[src/rtl/regfile_write_arbiter.sv]
// regfile_write_arbiter
//   Arbitrates the single write port of an 8x16 register file between the
//   ALU write-back requester (rq0) and the load unit (rq1). It also keeps a
//   per-register pending-write scoreboard, so the issue stage can reserve
//   destinations and detect read-after-write hazards on the A/B operands.
//
// Ports
//   clk, rst                    clock, synchronous active-high reset
//   rq0_valid/addr/data/ready   ALU write-back request and grant
//   rq1_valid/addr/data/ready   load-unit write-back request and grant
//   rsv_valid/addr/ready        destination reservation from issue
//   AA, BA                      register file read addresses
//   a_in, b_in                  register file read data
//   a_out, b_out                operand data to the datapath
//   hazard_a, hazard_b          operand has an outstanding write
//   we, DA, data                register file write port
//   pending                     scoreboard, bit i = register i reserved
//
// Optional feature
//   REGFILE_WRITE_FWD_EN: forward same-cycle write data onto a_out/b_out
//   and suppress the matching hazard for that cycle.
module regfile_write_arbiter (
    input  logic        clk,
    input  logic        rst,
    input  logic        rq0_valid,
    input  logic [2:0]  rq0_addr,
    input  logic [15:0] rq0_data,
    output logic        rq0_ready,
    input  logic        rq1_valid,
    input  logic [2:0]  rq1_addr,
    input  logic [15:0] rq1_data,
    output logic        rq1_ready,
    input  logic        rsv_valid,
    input  logic [2:0]  rsv_addr,
    output logic        rsv_ready,
    input  logic [2:0]  AA,
    input  logic [2:0]  BA,
    input  logic [15:0] a_in,
    input  logic [15:0] b_in,
    output logic [15:0] a_out,
    output logic [15:0] b_out,
    output logic        hazard_a,
    output logic        hazard_b,
    output logic        we,
    output logic [2:0]  DA,
    output logic [15:0] data,
    output logic [7:0]  pending
);

    // r_prio selects the winner when both requesters are valid (0 = rq0).
    logic       r_prio;
    logic [7:0] r_pending;

    logic       w_gnt0;
    logic       w_gnt1;
    logic [7:0] w_set;
    logic [7:0] w_clr;
    logic       w_fwd_a;
    logic       w_fwd_b;

    // Grants are suppressed during reset so an in-flight request is never
    // accepted in the reset cycle and must be presented again afterwards.
    always_comb begin
        w_gnt0 = 1'b0;
        w_gnt1 = 1'b0;
        if (!rst) begin
            if (rq0_valid && rq1_valid) begin
                w_gnt0 = !r_prio;
                w_gnt1 = r_prio;
            end else begin
                w_gnt0 = rq0_valid;
                w_gnt1 = rq1_valid;
            end
        end
    end

    assign rq0_ready = w_gnt0;
    assign rq1_ready = w_gnt1;

    // Write port: idle drives zeros rather than a stale requester's fields.
    always_comb begin
        we   = w_gnt0 | w_gnt1;
        DA   = 3'd0;
        data = 16'h0000;
        if (w_gnt0) begin
            DA   = rq0_addr;
            data = rq0_data;
        end else if (w_gnt1) begin
            DA   = rq1_addr;
            data = rq1_data;
        end
    end

    // A pending register cannot be reserved again, so set and clear never
    // hit the same bit in one cycle.
    assign rsv_ready = !rst && rsv_valid && !r_pending[rsv_addr];
    assign w_set     = rsv_ready ? (8'h01 << rsv_addr) : 8'h00;
    assign w_clr     = we ? (8'h01 << DA) : 8'h00;

    always_ff @(posedge clk) begin
        if (rst) begin
            r_prio    <= 1'b0;
            r_pending <= 8'h00;
        end else begin
            r_pending <= (r_pending & ~w_clr) | w_set;
            if (w_gnt0) begin
                r_prio <= 1'b1;
            end else if (w_gnt1) begin
                r_prio <= 1'b0;
            end
        end
    end

    assign pending = r_pending;

`ifdef REGFILE_WRITE_FWD_EN
    assign w_fwd_a = we && (DA == AA);
    assign w_fwd_b = we && (DA == BA);
    assign a_out   = w_fwd_a ? data : a_in;
    assign b_out   = w_fwd_b ? data : b_in;
`else
    assign w_fwd_a = 1'b0;
    assign w_fwd_b = 1'b0;
    assign a_out   = a_in;
    assign b_out   = b_in;
`endif

    // Hazards are held low during reset; the scoreboard only clears at the
    // reset edge, so this keeps the reset-cycle outputs clean.
    assign hazard_a = !rst && r_pending[AA] && !w_fwd_a;
    assign hazard_b = !rst && r_pending[BA] && !w_fwd_b;

endmodule
[config.mk]
export PLATFORM = sky130hd
export DESIGN_NAME = regfile_write_arbiter
export DESIGN_NICKNAME = d
export VERILOG_FILES = /design/src/rtl/regfile_write_arbiter.sv
export SDC_FILE = /design/constraint.sdc
export NUM_CORES = 1
export LEC_CHECK = 0
export BUFFER_PORTS_ARGS = -buffer_cell sky130_fd_sc_hd__buf_2
export CAP_MARGIN = 0
export CORE_AREA = 2 2 71 53
export CTS_BUF_LIST = sky130_fd_sc_hd__clkbuf_8
export CTS_CLUSTER_SIZE = 40
export DETAILED_ROUTE_END_ITERATION = 16
export DIE_AREA = 0 0 73 55
export GPL_TIMING_DRIVEN = 1
export PLACE_DENSITY = 0.95
export SYNTH_ARGS = -nofsm -noshare
export SYNTH_HDL_FRONTEND = slang
export SYNTH_SLANG_ARGS = --single-unit
[constraint.sdc]
create_clock -name clk -period 3.32 [get_ports clk]
set_clock_uncertainty 0.1 [all_clocks]
set_input_delay 0.166 -clock clk [delete_from_list [all_inputs] [get_ports clk]]
set_output_delay 0.166 -clock clk [all_outputs]
set_load 0.01 [all_outputs]
[After elaboration in Yosys (flattened, before gate mapping)]
Index checks and enable logic that the tools add are counted.
Word-level totals
  register bits after elaboration: 9
  input bits: 84
  logic and storage cells: 38
Operators by class
  $lt $le $gt $ge: 3
  shift operators: 2
  mux-type cells: 18
  bitwise logic cells: 4
  reduce and logical (&&, ||, !) cells: 9
Operator list (number)
  $mux 16: 2
  $mux 8: 2
  $shl 1x3->8 const A: 2
  $lt 3x4->1 const B: 3
  $bmux 1 s3: 3
  $mux 1: 9
  $and 8x8->8: 1
  $not 8->8: 1
  $or 8x8->8: 1
  $mux 3: 2
  $logic_and 1x1->1: 5
  $logic_not 1->1: 3
  $reduce_bool 2->1: 1
  $or 1x1->1: 1

[Depth between registers and ports, before layout]
  depth after elaboration: 10
  gate-level depth with buffers: 6

[Least setup slack after synthesis]
No wires, ideal clock.
  path type: register to output
  from: reg r_prio
  to: out data[10]
  arrival: 1.205 ns
  data required time: 3.054 ns
  slack: 1.849 ns
  cell stages (with the launch flop): 6
  path buffers: 2
  cell sequence: dfxtp_1 -> nand2b_4 -> and3_1 -> buf_4 -> buf_4 -> a22o_1
Between the ends
  word-level cells in the longest chain between the ends: 4
Ends and longest elaborated chain
  from (decl): line 51  | logic r_prio;
  from (signal assigned): line 102  | r_prio <= 1'b0;
  from (signal assigned): line 107  | r_prio <= 1'b1;
  from (signal assigned): line 109  | r_prio <= 1'b0;
  $mux 1: line 67  | if (rq0_valid && rq1_valid) begin
  $mux 1: line 66  | if (!rst) begin
  net rq1_ready: line 32  | output logic rq1_ready,
  $mux 16: line 88  | end else if (w_gnt1) begin
  $mux 16: line 85  | if (w_gnt0) begin
  to (decl): line 46  | output logic [15:0] data,
The timed path passes the listed nets, and every way through them passes these cells.

[Worst setup path after layout]
  from: reg r_prio
  to: out data[7]
Between the ends
  word-level cells in the longest chain between the ends: 4
Ends and longest elaborated chain (line)
  $mux 1 / $logic_not 1->1 (equally long branches): 67, 68
  $mux 1 (on tied branches): 66, 67
  $mux 16 / $mux 1 (equally long branches): 88, 66
  $mux 16 *: 85
Every way passes the cells marked *; elsewhere a longest branch is shown, timed or not.

==> metrics.cfg <==
[yosys]
netlist_instances=119
yosysSeqAreaShare=0.160
syn_area_sq_um=1120
synth-seq-cells=9
ys_types=27
yosys_warnings=0
syn_area_per_cell_sq_um=9.44
synthesis.nets=203

[clock_network]
htree_num_levels=1
cts_tree=done
cts_num_sinks=9
post_cts_buffers=0
ctsHoldBuffers=0
numCtsBuffers=3
cts_resized=0
cts.reportedPaths.clkPinSlew_ns=0.04
clk_latency_ns=0.23
cts_buffer_depth=2
cts_root_buf=clkbuf_8

[setup_path]
reg2reg_depth=4
cp_num_buf_inv=1
cpPeakStageDelay_ns=0.50
critical_path_class=flip-flop to output pin
crit_family=simple AND/OR/NAND/NOR gates
startpoint_type=flip-flop
cp_cell_sequence=nand2b_4 > and3_1 > a22o_1 > buf_2
critPathSlowestCell=and3_1
cp_max_fo=17
cp.depth=4
cp.arrival_ns=1.71
r2r_setup_slack_ns=1.83
crit_required_ns=3.05
end_kind=output pin

[cells_and_area]
drive_above_1_share=0.601
diodes=0
final_cell_mix=buf_2, a22o_1, dfxtp_1, o311ai_1, nor2_1
design_area_sq_um=1350
layout.nets=253
final_common_cell=buf_2
fill_cells=352
syn_to_final_growth_pct=19.9

[global_route]
antenna_found_initial=0
grt_max_degree=18
grt_pass1_vias=975
grt_pass1_wl_microns=4360
grt.overflow.total=0
grt.total_usage=0.141

[power_and_ir_drop]
p_clk_frac=0.324
p_comb_frac=0.360
p_per_area_nw_per_um2=282
p_leak_nw=0.698
netSwitchingFraction=0.312
power.total_w=0.000380
p_seq_frac=0.316
intPower_w=0.000262
ir_worst_vdd_v=0.000186
power.switching_w=0.000119

[place]
hpwl_microns=2510
place_area_sq_um=1300
numPortBuffers=84
gp_congestion=0.880

[die]
die_w_microns=73
coreArea_sq_um=3360
fp-row-count=18
die-area_sq_um=4020
die_h_microns=55
initial_utilization=0.335
ios=149

[routing]
drt_wl_total_microns=3030
drtIter0Drc=23
vias_per_cell=5.46
vias=1136
detail_route.wl_per_cell_microns=14.6
ant_nets=0
drcViolationCount=0
dr.pass1.iters=4

[sta]
setup_tns_ns=0
worst_pin_slew_ns=0.532
relSlewSlack=0.645
maxSlewViolCount=0
timing.fmax_ghz=0.507
grt_setup_unrepaired=no
hold_viol=0
setup_viol_count_final=0
min_period_ns=1.97
fin_crit_sh=0.594

[worst_hold_path]
hold_path.class=input pin to flip-flop
hold_path_depth=2

[status]
status=finished, final reports clean

[run]
cap_violations=0

-- per-layer routing --
layer  track usage  vias to the layer above  wire [microns]
met4        0.0556                        0              29
met2         0.218                       71            1420
met1         0.175                      524            1270
met3        0.0616                        7             313
li1              -                      534               -
met5             0                        -               0
-- power by group through the flow --
stage	clock network, W	logic (W)	registers [W]
after floorplan	0	0.000116	0.000122
after global placement	0	0.000135	0.000122
after detailed placement	0	0.000137	0.000122
after CTS	0.000127	0.000137	0.000120
after global routing	0.000134	0.000150	0.000121
final	0.000123	0.000137	0.000120
-- registers in the layout (all words and copies together), names as in the netlist --
register and cells:
pending 8, r_prio 1
-- worst paths after layout --
path | startpoint | end
max | r_prio | data[7]
min | rsv_addr[2] | pending[0]
max reg2reg | r_prio | pending[2]
min reg2reg | pending[5] | pending[5]
-- cell usage after synthesis (all sizes together) --
cell type  count  area (sq um)
dfxtp          9           180
o31ai          4          30.0
nor2           7          26.3
mux2i          2          20.0
nand3          2          10.0
a32o           2          22.5
nand2          3          11.3
and4           1          8.76
mux4           6           135
o21a           1          7.51
and3           1          6.26
o311ai         8          70.1
clkbuf         1          3.75
inv            4          15.0
a32oi          4          57.6
a22o          16           140
buf           38           288
or2            1          6.26
nand2b         2          20.0
a21oi          1          5.00
a21boi         1          18.8
o41ai          4          35.0
and2           1          6.26
-- cell families after synthesis --
kind of cell	share of synthesized area
compound gates	0.344
buf+inv	0.273
flops	0.160
mux	0.138
simple gates	0.0846
-- through the flow --
step	setup slack, ns	std cells	util	hold WS, ns
floorplan	1.85	119	-	0.168
global placement	1.60	204	0.388	0.232
detailed placement	1.57	204	0.388	0.232
CTS	1.33	208	0.402	0.0847
global route	1.21	208	0.402	0.117
finish	1.35	208	0.402	0.0985
-- area by class of cell --
class                           instances  area (sq um)  area share
Clock buffer                            3          41.3      0.0306
Clock inverter                          1          3.75     0.00279
Inverter                                4          15.0      0.0111
Multi-Input combinational cell         67           637       0.473
Sequential cell                         9           180       0.134
Tap cell                               40          50.0      0.0371
Timing Repair Buffer                   84           420       0.312
Power figures use the tool's default switching activity.
